$ cat src/rtl/arbiter_pkg.sv
// Shared constants, FSM encoding and one-hot helpers for the packet mux
// that sits behind the 4-way round-robin arbiter.
package arbiter_pkg;

  localparam int NUM_PORTS  = 4;
  localparam int PORT_IDX_W = 2;

  typedef enum logic [0:0] {
    IDLE   = 1'b0,
    LOCKED = 1'b1
  } arb_state_e;

  // Whole FSM register as one struct so checkers can bind to a single signal.
  typedef struct packed {
    logic [0:0]            state;
    logic [PORT_IDX_W-1:0] sel;
  } arb_fsm_t;

  function automatic logic is_onehot(input logic [NUM_PORTS-1:0] v);
    return (v != '0) && ((v & (v - {{(NUM_PORTS-1){1'b0}}, 1'b1})) == '0);
  endfunction

  function automatic logic [PORT_IDX_W-1:0] onehot_to_idx(input logic [NUM_PORTS-1:0] v);
    logic [PORT_IDX_W-1:0] idx;
    idx = '0;
    for (int i = 0; i < NUM_PORTS; i++) begin
      if (v[i]) idx = i[PORT_IDX_W-1:0];
    end
    return idx;
  endfunction

endpackage

$ cat src/rtl/arbiter_pkt_mux_pkt_out_reg.sv
// One-entry valid/ready output register carrying a beat, its last flag and
// the index of the port it came from.
module pkt_out_reg
  import arbiter_pkg::*;
#(
  parameter int DATA_W = 32
) (
  input  logic                  clk,
  input  logic                  rst,
  input  logic                  load,
  input  logic [DATA_W-1:0]     load_data,
  input  logic                  load_last,
  input  logic [PORT_IDX_W-1:0] load_port,
  input  logic                  out_ready,
  output logic                  out_valid,
  output logic [DATA_W-1:0]     out_data,
  output logic                  out_last,
  output logic [PORT_IDX_W-1:0] out_port
);

  // A load always wins over a drain, so accept+drain in one cycle keeps valid high.
  always_ff @(posedge clk) begin
    if (rst) begin
      out_valid <= 1'b0;
      out_data  <= '0;
      out_last  <= 1'b0;
      out_port  <= '0;
    end else if (load) begin
      out_valid <= 1'b1;
      out_data  <= load_data;
      out_last  <= load_last;
      out_port  <= load_port;
    end else if (out_ready) begin
      out_valid <= 1'b0;
    end
  end

endmodule

$ cat src/rtl/arbiter_pkt_mux.sv
// Packet-level switch behind the round-robin arbiter: locks the granted port
// until its last beat is accepted. ARB_PKT_MUX_MAXLEN_EN adds a length limit.
module arbiter_pkt_mux
  import arbiter_pkg::*;
#(
  parameter int DATA_W    = 32,
  parameter int MAX_BEATS = 16
) (
  input  logic                          clk,
  input  logic                          rst,
  input  logic [NUM_PORTS-1:0]          in_valid,
  output logic [NUM_PORTS-1:0]          in_ready,
  input  logic [NUM_PORTS*DATA_W-1:0]   in_data,
  input  logic [NUM_PORTS-1:0]          in_last,
  output logic [NUM_PORTS-1:0]          arb_req,
  input  logic [NUM_PORTS-1:0]          arb_grant,
  output logic                          out_valid,
  input  logic                          out_ready,
  output logic [DATA_W-1:0]             out_data,
  output logic                          out_last,
  output logic [PORT_IDX_W-1:0]         out_port,
  output logic                          err
);

  localparam logic [0:0] ST_IDLE   = IDLE;
  localparam logic [0:0] ST_LOCKED = LOCKED;

  // Handshakes: a beat moves when valid & ready are both high at the rising
  // edge; valid never waits on ready, ready may depend on valid-free state only.

  arb_fsm_t          fsm;
  logic              stage_free;
  logic              accept;
  logic              sel_last;
  logic [DATA_W-1:0] sel_data;
  logic              trunc;
  logic              end_pkt;

  assign stage_free = !out_valid || out_ready;
  assign sel_last   = in_last[fsm.sel];
  assign sel_data   = in_data[fsm.sel*DATA_W +: DATA_W];
  assign accept     = (fsm.state == ST_LOCKED) && in_valid[fsm.sel] && stage_free;

  // Requests are withheld while locked so the arbiter's pointer holds.
  always_comb begin
    arb_req  = '0;
    in_ready = '0;
    if (!rst) begin
      if (fsm.state == ST_IDLE) arb_req = in_valid;
      else                      in_ready[fsm.sel] = stage_free;
    end
  end

`ifdef ARB_PKT_MUX_MAXLEN_EN
  localparam int CNT_W = $clog2(MAX_BEATS + 1);

  logic [CNT_W-1:0] beat_cnt;
  logic             err_q;

  assign trunc = accept && !sel_last && (beat_cnt == CNT_W'(MAX_BEATS - 1));
  assign err   = err_q;

  // Held at zero while idle, which is the same as clearing on entry to LOCKED.
  always_ff @(posedge clk) begin
    if (rst) begin
      beat_cnt <= '0;
      err_q    <= 1'b0;
    end else begin
      err_q <= trunc;
      if (fsm.state == ST_IDLE) beat_cnt <= '0;
      else if (accept)          beat_cnt <= beat_cnt + CNT_W'(1);
    end
  end
`else
  logic unused_cfg;

  assign trunc      = 1'b0;
  assign err        = 1'b0;
  assign unused_cfg = (MAX_BEATS > 0);
`endif

  assign end_pkt = accept && (sel_last || trunc);

  // Zero or multi-hot grants are ignored and the FSM simply stays idle.
  always_ff @(posedge clk) begin
    if (rst) begin
      fsm.state <= ST_IDLE;
      fsm.sel   <= '0;
    end else if (fsm.state == ST_IDLE) begin
      if (is_onehot(arb_grant)) begin
        fsm.sel   <= onehot_to_idx(arb_grant);
        fsm.state <= ST_LOCKED;
      end
    end else if (end_pkt) begin
      fsm.state <= ST_IDLE;
    end
  end

  pkt_out_reg #(
    .DATA_W (DATA_W)
  ) u_out (
    .clk       (clk),
    .rst       (rst),
    .load      (accept),
    .load_data (sel_data),
    .load_last (sel_last || trunc),
    .load_port (fsm.sel),
    .out_ready (out_ready),
    .out_valid (out_valid),
    .out_data  (out_data),
    .out_last  (out_last),
    .out_port  (out_port)
  );

endmodule

$ cat config.mk
export PLATFORM = sky130hd
export DESIGN_NAME = arbiter_pkt_mux
export DESIGN_NICKNAME = d
export VERILOG_FILES = /design/src/rtl/arbiter_pkg.sv /design/src/rtl/arbiter_pkt_mux_pkt_out_reg.sv /design/src/rtl/arbiter_pkt_mux.sv
export SDC_FILE = /design/constraint.sdc
export NUM_CORES = 1
export LEC_CHECK = 0
export CAP_MARGIN = 20
export CORE_MARGIN = 2
export CORE_UTILIZATION = 36
export DETAILED_ROUTE_END_ITERATION = 8
export PLACE_DENSITY = 0.89
export SLEW_MARGIN = 20
export SYNTH_ARGS = -nofsm -noshare
export SYNTH_HDL_FRONTEND = slang
export SYNTH_SLANG_ARGS = --single-unit
$ cat constraint.sdc
create_clock -name clk -period 2.35 [get_ports clk]
set_clock_uncertainty 0.1 [all_clocks]
set_input_delay 0.47 -clock clk [delete_from_list [all_inputs] [get_ports clk]]
set_output_delay 0.47 -clock clk [all_outputs]
set_load 0.01 [all_outputs]
# Word level (Yosys, flattened, before mapping)
# Cells that the tools add are included.
[totals]
regBits = 39
latch_bits = 0
ramBits = 0
romBits = 0
input_bits = 143
out_inout_bits = 45
word_cells = 42
n_memories = 0
[op_classes]
add_sub_neg = 1
multipliers = 0
n_div = 0
n_lt_le_gt_ge = 2
eq_ne = 0
n_shift = 1
muxes = 18
bitwise_logic = 3
reduce_logical = 11
[op_table]
columns = ["cell", "n"]
rows = [
  ["$shiftx A128 B8 Y32", 1],
  ["$mux W4", 4],
  ["$and A4 B4 Y4", 2],
  ["$mux W1", 8],
  ["$logic_and A1 B1 Y1", 5],
  ["$bmux W1 S2", 2],
  ["$logic_not A4 Y1", 1],
  ["$mux W2", 2],
  ["$reduce_bool A4 Y1", 1],
  ["$sub A4 B1 Y4 const B", 1],
  ["$lt A2 B3 Y1 const B", 1],
  ["$mux W3", 1],
  ["$demux W1 S2", 1],
  ["$ge A2 B1 Y1 const B", 1],
  ["$reduce_and A2 Y1", 1],
  ["$reduce_bool A2 Y1", 1],
  ["$logic_not A1 Y1", 1],
  ["$logic_or A1 B1 Y1", 1],
  ["$not A1 Y1", 1],
]

# Logic depth before layout (Yosys ltp)
# Gate-level depths: netlist of the first run.
[logic_depth]
ltp_word = 7
ltp_mapped = 6
ltp_nobuf = 3

# Modules after synthesis
# From an unflattened synthesis of the first run, not the netlist that was laid out.
[unflattened]
cells_unflattened = 201
area_unflattened_um2 = 2436.1
[by_module_without_submodules]
columns = ["mod", "instances", "cells_per_inst", "area_each_um2", "seq_area_each_um2"]
rows = [
  ["pkt_out_reg", 1, 117, 1306.3, 720.7],
  ["arbiter_pkt_mux", 1, 84, 1129.8, 60.1],
]

# Worst setup path after synthesis of the first run
# OpenSTA, ideal clock, no wires.
[synth_timing]
path_kind = "input port to output port"
startpoint = "input port out_ready"
endpoint = "output port in_ready[1]"
arrival_ns = 1.357
required_ns = 1.780
setup_slack_ns = 0.423
cell_stages = 4
n_path_buf = 1
cell_sequence = "nand2b_1 > clkbuf_1 > nand2_1 > nor4b_1"
[synth_via]
elab_chain_len = 4
[synth_rtl]
columns = ["item", "line", "rtl"]
rows = [
  ["start, declared", "arbiter_pkt_mux.sv:18", "input logic out_ready,"],
  ["$logic_or A1 B1 Y1", "arbiter_pkt_mux.sv:39", "assign stage_free = !out_valid || out_ready;"],
  ["$and A4 B4 Y4 (no line)", "--", ""],
  ["$mux W4", "arbiter_pkt_mux.sv:49", "if (fsm.state == ST_IDLE) arb_req = in_valid;"],
  ["$mux W4", "arbiter_pkt_mux.sv:48", "if (!rst) begin"],
  ["end, declared", "arbiter_pkt_mux.sv:12", "output logic [NUM_PORTS-1:0] in_ready,"],
]
# No other way between the ends.

# Final worst setup path of the first run
[layout_timing]
startpoint = "input port out_ready"
endpoint = "output port in_ready[2]"
# The elaborated chain is that of the path after synthesis.

==> results of run 1 <==
where the power goes:
| group | total (mW) | switching [mW] | internal [mW] |
|---|---|---|---|
| combinational | 0.693 | 0.269 | 0.425 |
| sequential | 0.716 | 0.0205 | 0.696 |
| clock | 0.433 | 0.225 | 0.208 |
synth_stat cells, types with 2 or more instances:
| master | n | area (um2) |
|---|---|---|
| xnor2_1 | 2 | 17.5 |
| nor3_1 | 4 | 20.0 |
| xor2_1 | 3 | 26.3 |
| and2_1 | 4 | 25.0 |
| buf_2 | 4 | 20.0 |
| nand2_1 | 2 | 7.51 |
| buf_1 | 6 | 22.5 |
| a31o_1 | 35 | 307 |
| mux4_2 | 34 | 766 |
| buf_4 | 2 | 15.0 |
| clkbuf_1 | 25 | 93.8 |
| dfxtp_1 | 39 | 781 |
| nand4_1 | 35 | 219 |
| nor4_1 | 4 | 25.0 |
| buf_6 | 6 | 67.6 |
| inv_1 | 37 | 139 |
| nor4b_1 | 2 | 17.5 |
| a21oi_1 | 38 | 190 |
per-stage QoR:
| stage | area, um2 | std cells | total power, mW | hold slack [ns] | setup WS [ns] |
|---|---|---|---|---|---|
| 2_1_floorplan | 2820 | 290 | 1.07 | 0.456 | 0.423 |
| 6_report | 4740 | 550 | 1.84 | 0.433 | 0.0561 |
| 5_1_grt | 4740 | 550 | 1.94 | 0.461 | 0.00628 |
| 3_3_place_gp | 4660 | 542 | 1.40 | 0.416 | -0.214 |
| 4_1_cts | 4730 | 550 | 1.86 | 0.434 | 0.0126 |
| 3_5_place_dp | 4660 | 542 | 1.43 | 0.423 | -0.300 |
metal layers:
metal | vias to the layer above | part of all wire [%] | track usage, %
li1 | 1411 | - | -
met1 | 1470 | 36 | 22.8
met2 | 131 | 55 | 40.4
met3 | 21 | 6.4 | 4.80
met4 | 0 | 2.1 | 8.33
met5 | - | 0 | 0
worst paths after layout:
kind                             end  depth (start not counted)
setup / recovery         in_ready[2]                          5
hold reg to reg   u_out.out_data[26]                          3
setup reg to reg  u_out.out_data[28]                          5
hold / removal    u_out.out_data[26]                          3
sequential cells by signal, indices dropped and copies added (netlist names):
name,count
u_out.out_data,32
u_out.out_valid,1
u_out.out_last,1
fsm,3
u_out.out_port,2
final cells by class:
| cell class | count | area (um2) | share of cell area [%] |
|---|---|---|---|
| clock buffer | 7 | 76.3 | 1.61 |
| clock inverter | 1 | 5.00 | 0.106 |
| inverter | 37 | 139 | 2.93 |
| multi-input combinational | 171 | 1690 | 35.7 |
| sequential | 39 | 785 | 16.6 |
| tap | 102 | 128 | 2.69 |
| timing repair buffer | 193 | 1910 | 40.4 |
tightest hold or removal path: stages (launching register included):
cell,delay (ns)
dfxtp_1,0.31
inv_1,0.05
a31o_1,0.08
a21oi_1,0.05
cells by family after synthesis:
kind of cell    count (synthesis)
xor+xnor                        5
simple gates                   54
mux                            35
flops                          39
other cells                     1
buf+inv                        80
compound gates                 76
timing repair:
| item | CTS | global route |
|---|---|---|
| pin swaps | 0 | 1 |
| endpoints found under the setup margin | 4 | 3 |
| resized for setup | 6 | 5 |
| setup buffers | 0 | 0 |
==> flow_summary.ini, run 1 <==
[status]
status = complete, no violations

[worst_hold_path]
hold_path.class = reg -> reg
min_from = u_out.out_data[26]

[synthesis]
synth-edff-count = 0
synth_flop_cell = dfxtp_1
synth_xor_area_share_pct = 1.55
synthSimpleGateAreaFrac_pct = 11.9
syn_area_um2 = 2820
synth-seq-cells = 39
synthAdderAreaFrac_pct = 0
yosysWarnings = 0
synth_top_family_by_area = multiplexers
synth.yosys.seq_area_share_pct = 27.7
synth_nets = 433
synth_cell_types = 26
synth_mux_area_share_pct = 27.6
synth_compound_area_share_pct = 18.5
synthArstFlopShare_pct = 0
synthCells = 290
syn-mean-instance-area_um2 = 9.72

[placement]
place.gp.congestion = 0.705
port_buffers = 186
hpwl_mm = 6.97

[sta]
slew_headroom_pct = 51.4
slew_viol_final = 0
timing.final.crit_share_pct = 97.6
max_slew.worst_pin.slew_ns = 0.729
rsz0062_at_grt = no
hold_viol = 0
fin_crit_ns = 2.29
fmax_mhz = 436
setup_tns_ns = 0
setup_viol = 0

[grt]
grt_max_degree = 77
grt_usage_pct = 21.4
antenna_found_initial = 0
grt_pass1_wl_mm = 14.6
grt_remaining_overflow = 0
grt_pass1_vias = 3180

[die]
die_h_um = 92.5
rows = 32
fp.dieW_um = 92.5
core-area_um2 = 7650
initial_core_util_pct = 36.9
io_pins = 188
die_area_um2 = 8550

[pwr]
p_per_area_nw_per_um2 = 389
max-vdd-ir-drop_v = 0.000226
leakage_nw = 1.54

[final_layout]
final_cell_mix = 181 x clkdlybuf4s50_1, 38 x a21oi_1, 37 x inv_1
area_growth_pct = 68.0
fin_util_pct = 61.9
drive_gt1_share_pct = 12.3
nFillCells = 638
antenna_cells = 0
nets = 590
final_common_cell = clkdlybuf4s50_1

[clock_tree]
cts-root-buf = clkbuf_8
hold_buffers = 0
cts.clk_slew.worst_paths_ns = 0.07
cts_buffers = 5
cts_max_level = 2
clkLatencyLatePin_ns = 0.28
cts_tree = done
cts.sinks = 39
cts_max_path_buffers = 2

[flow_run]
maxCapViolations = 0

[drt]
routed_via_density = 5.51
vias = 3033
wl_per_cell_um = 16.9
wl_mm = 9.28
drc_errors = 0
drt_iter0_drc = 136
drtPass1Iterations = 4
postRouteAntennaNets = 0

[setup_path]
cp.arrival_ns = 1.72
slowest_delay_ns = 0.45
start_kind = input port
crit_path_max_fanout = 4
r2r-start = fsm[1]
critical_path_class = in -> out
path_delay_family = buffers and inverters
crit_path_end_kind = output port
crit_path_cell_trace = clkdlybuf4s50_1 -> nand2b_2 -> nand2_1 -> nor4b_1 -> dlygate4sd1_1
rrSetupSlack_ns = 0.26
crit_start = out_ready
worstPathBufferInverterCount = 2
cp.required_ns = 1.78
cp_slowest_cell = clkdlybuf4s50_1
Power figures use the tool's default switching activity.
==> run 2: changes to the inputs <==
PLACE_DENSITY = 0.9   (was 0.89)
==> run 2 against run 1 <==
Combinational power about the same. Worst hold slack about the same. Flip-flop and latch count did not move. Final area rose by 1.7%. Die area did not move. Global-route usage shrank 0.57 points. Clock-buffer cell count is 1 lower. Register-to-register slack lost 0.02 ns. Critical path type unchanged. Largest power group unchanged.
==> flow_summary.ini, run 2 (same netlist as run 1, synthesis figures left out) <==
[status]
status = complete, no violations

[die]
die_area_um2 = 8550
rows = 32
core-area_um2 = 7650
die_h_um = 92.5
io_pins = 188
fp.dieW_um = 92.5
initial_core_util_pct = 36.9

[worst_hold_path]
hold_path.class = reg -> reg
whs_path_depth = 3
min_from = u_out.out_data[3]

[clock_tree]
cts_buffers = 5
cts_setup_buffers = 0
cts_tree = done
hold_buffers = 0
cts_max_path_buffers = 2
cts.clk_slew.worst_paths_ns = 0.07
cts.sinks = 39
cts_max_level = 2
clkLatencyLatePin_ns = 0.28
cts-root-buf = clkbuf_8

[sta]
max_slew.worst_pin.slew_ns = 0.697
timing.final.crit_share_pct = 95.5
fin_hold_ws_ns = 0.433
fin_crit_ns = 2.24
fmax_mhz = 446
setup_slack_ns = 0.107
slew_headroom_pct = 53.5
rsz0062_at_grt = no
hold_viol = 0
setup_viol = 0
slew_viol_final = 0

[final_layout]
nFillCells = 618
drive_gt1_share_pct = 13.9
multiInputGateArea_um2 = 1700
final-seq-area_um2 = 785
fin_util_pct = 63.0
largest_register_ff_count = 32
regMostFlops = u_out.out_data
reg_top3 = u_out.out_data: 32 flops, fsm: 3 flops, u_out.out_port: 2 flops
area_growth_pct = 70.8
nets = 594
final_cell_area_um2 = 4810
final_cell_mix = 181 x clkdlybuf4s50_1, 38 x a21oi_1, 37 x inv_1
final_common_cell = clkdlybuf4s50_1
antenna_cells = 0

[grt]
grt_max_degree = 72
antenna_found_initial = 0
grt_pass1_wl_mm = 14.0
grt_usage_pct = 20.8
grt_remaining_overflow = 0
grt_pass1_vias = 2982

[drt]
wl_mm = 9.48
drt_iter0_drc = 112
vias = 3011
wl_per_cell_um = 17.1
postRouteAntennaNets = 0
routed_via_density = 5.44
drc_errors = 0
drtPass1Iterations = 4

[placement]
placed_area_um2 = 4690
hpwl_mm = 7.31
port_buffers = 186
place.gp.congestion = 0.762
pre_cts_ws_ns = -0.273

[setup_path]
r2r-start = fsm[1]
cp.arrival_ns = 1.67
crit_start = out_ready
crit_path_max_fanout = 4
start_kind = input port
crit_path_end_kind = output port
rr_worst_depth = 5
cp.required_ns = 1.78
critical_path_class = in -> out

[pwr]
p_switching_mw = 0.524
max-vdd-ir-drop_v = 0.000346
power.total_mw = 2.07
pwr-share-comb_pct = 33.5
sw_frac_of_total_pct = 25.3
pwr-share-seq_pct = 34.9
clkPwrFrac_pct = 31.6
p_per_area_nw_per_um2 = 431
intPower_mw = 1.55
leakage_nw = 1.58

[flow_run]
maxCapViolations = 0
==> run 2: cell count changes in the layout (fill, tap and decap cells not counted) <==
cell / previous run / this run
clkdlybuf4s15_1: 1 / 0
dlygate4sd2_1: 1 / 0
buf_4: 6 / 10
nor4b_1: 1 / 0
clkbuf_1: 2 / 1
nor4b_2: 1 / 2
clkbuf_2: 1 / 3
bufinv_16: 0 / 2
clkinv_2: 1 / 0
==> run 2: worst paths after layout <==
| kind | end | slack [ns] |
|---|---|---|
| worst max-delay path | in_ready[0] | 0.11 |
| worst max register to register | u_out.out_data[21] | 0.24 |
| worst min-delay path | u_out.out_data[3] | 0.43 |
| worst min register to register | u_out.out_data[3] | 0.43 |
==> run 2: layout make-up <==
cell class,instances,area share [%]
timing repair buffer,197,40.2
multi-input combinational,171,35.2
sequential,39,16.3
inverter,37,2.88
tap,102,2.65
clock buffer,6,1.51
clock inverter,2,1.25
==> run 2: worst max-delay path, stage by stage <==
cell and delay, ns:
clkdlybuf4s50_1 0.46, nand2b_2 0.12, nand2_1 0.14, nor4_1 0.19
dlygate4sd1_1 0.30
==> run 2: power groups by stage <==
stage          Combinational [mW]  Clock [mW]  Sequential (mW)
3_5_place_dp                0.693           0            0.739
2_1_floorplan               0.333           0            0.740
3_3_place_gp                0.669           0            0.737
6_report                    0.694       0.656            0.723
4_1_cts                     0.695       0.672            0.724
5_1_grt                     0.738       0.700            0.729
==> run 2: repair_timing <==
action | in CTS | in global routing
endpoints found under the setup margin | 4 | 3
pin swaps | 0 | 1
gates resized for setup | 4 | 11
==> run 2: metal layers <==
layer  vias to the layer above  part of all wire (%)  track usage (%)
met3                        17                   6.4             4.39
met5                         -                     0                0
met4                         0                   2.0             7.34
li1                       1422                     -                -
met1                      1450                    36             20.8
met2                       122                    56             41.6
==> run 2: through the flow <==
stage          cells  TNS (ns)
2_1_floorplan    290         0
3_3_place_gp     546    -0.870
3_5_place_dp     546    -0.942
4_1_cts          554         0
5_1_grt          554         0
6_report         554         0
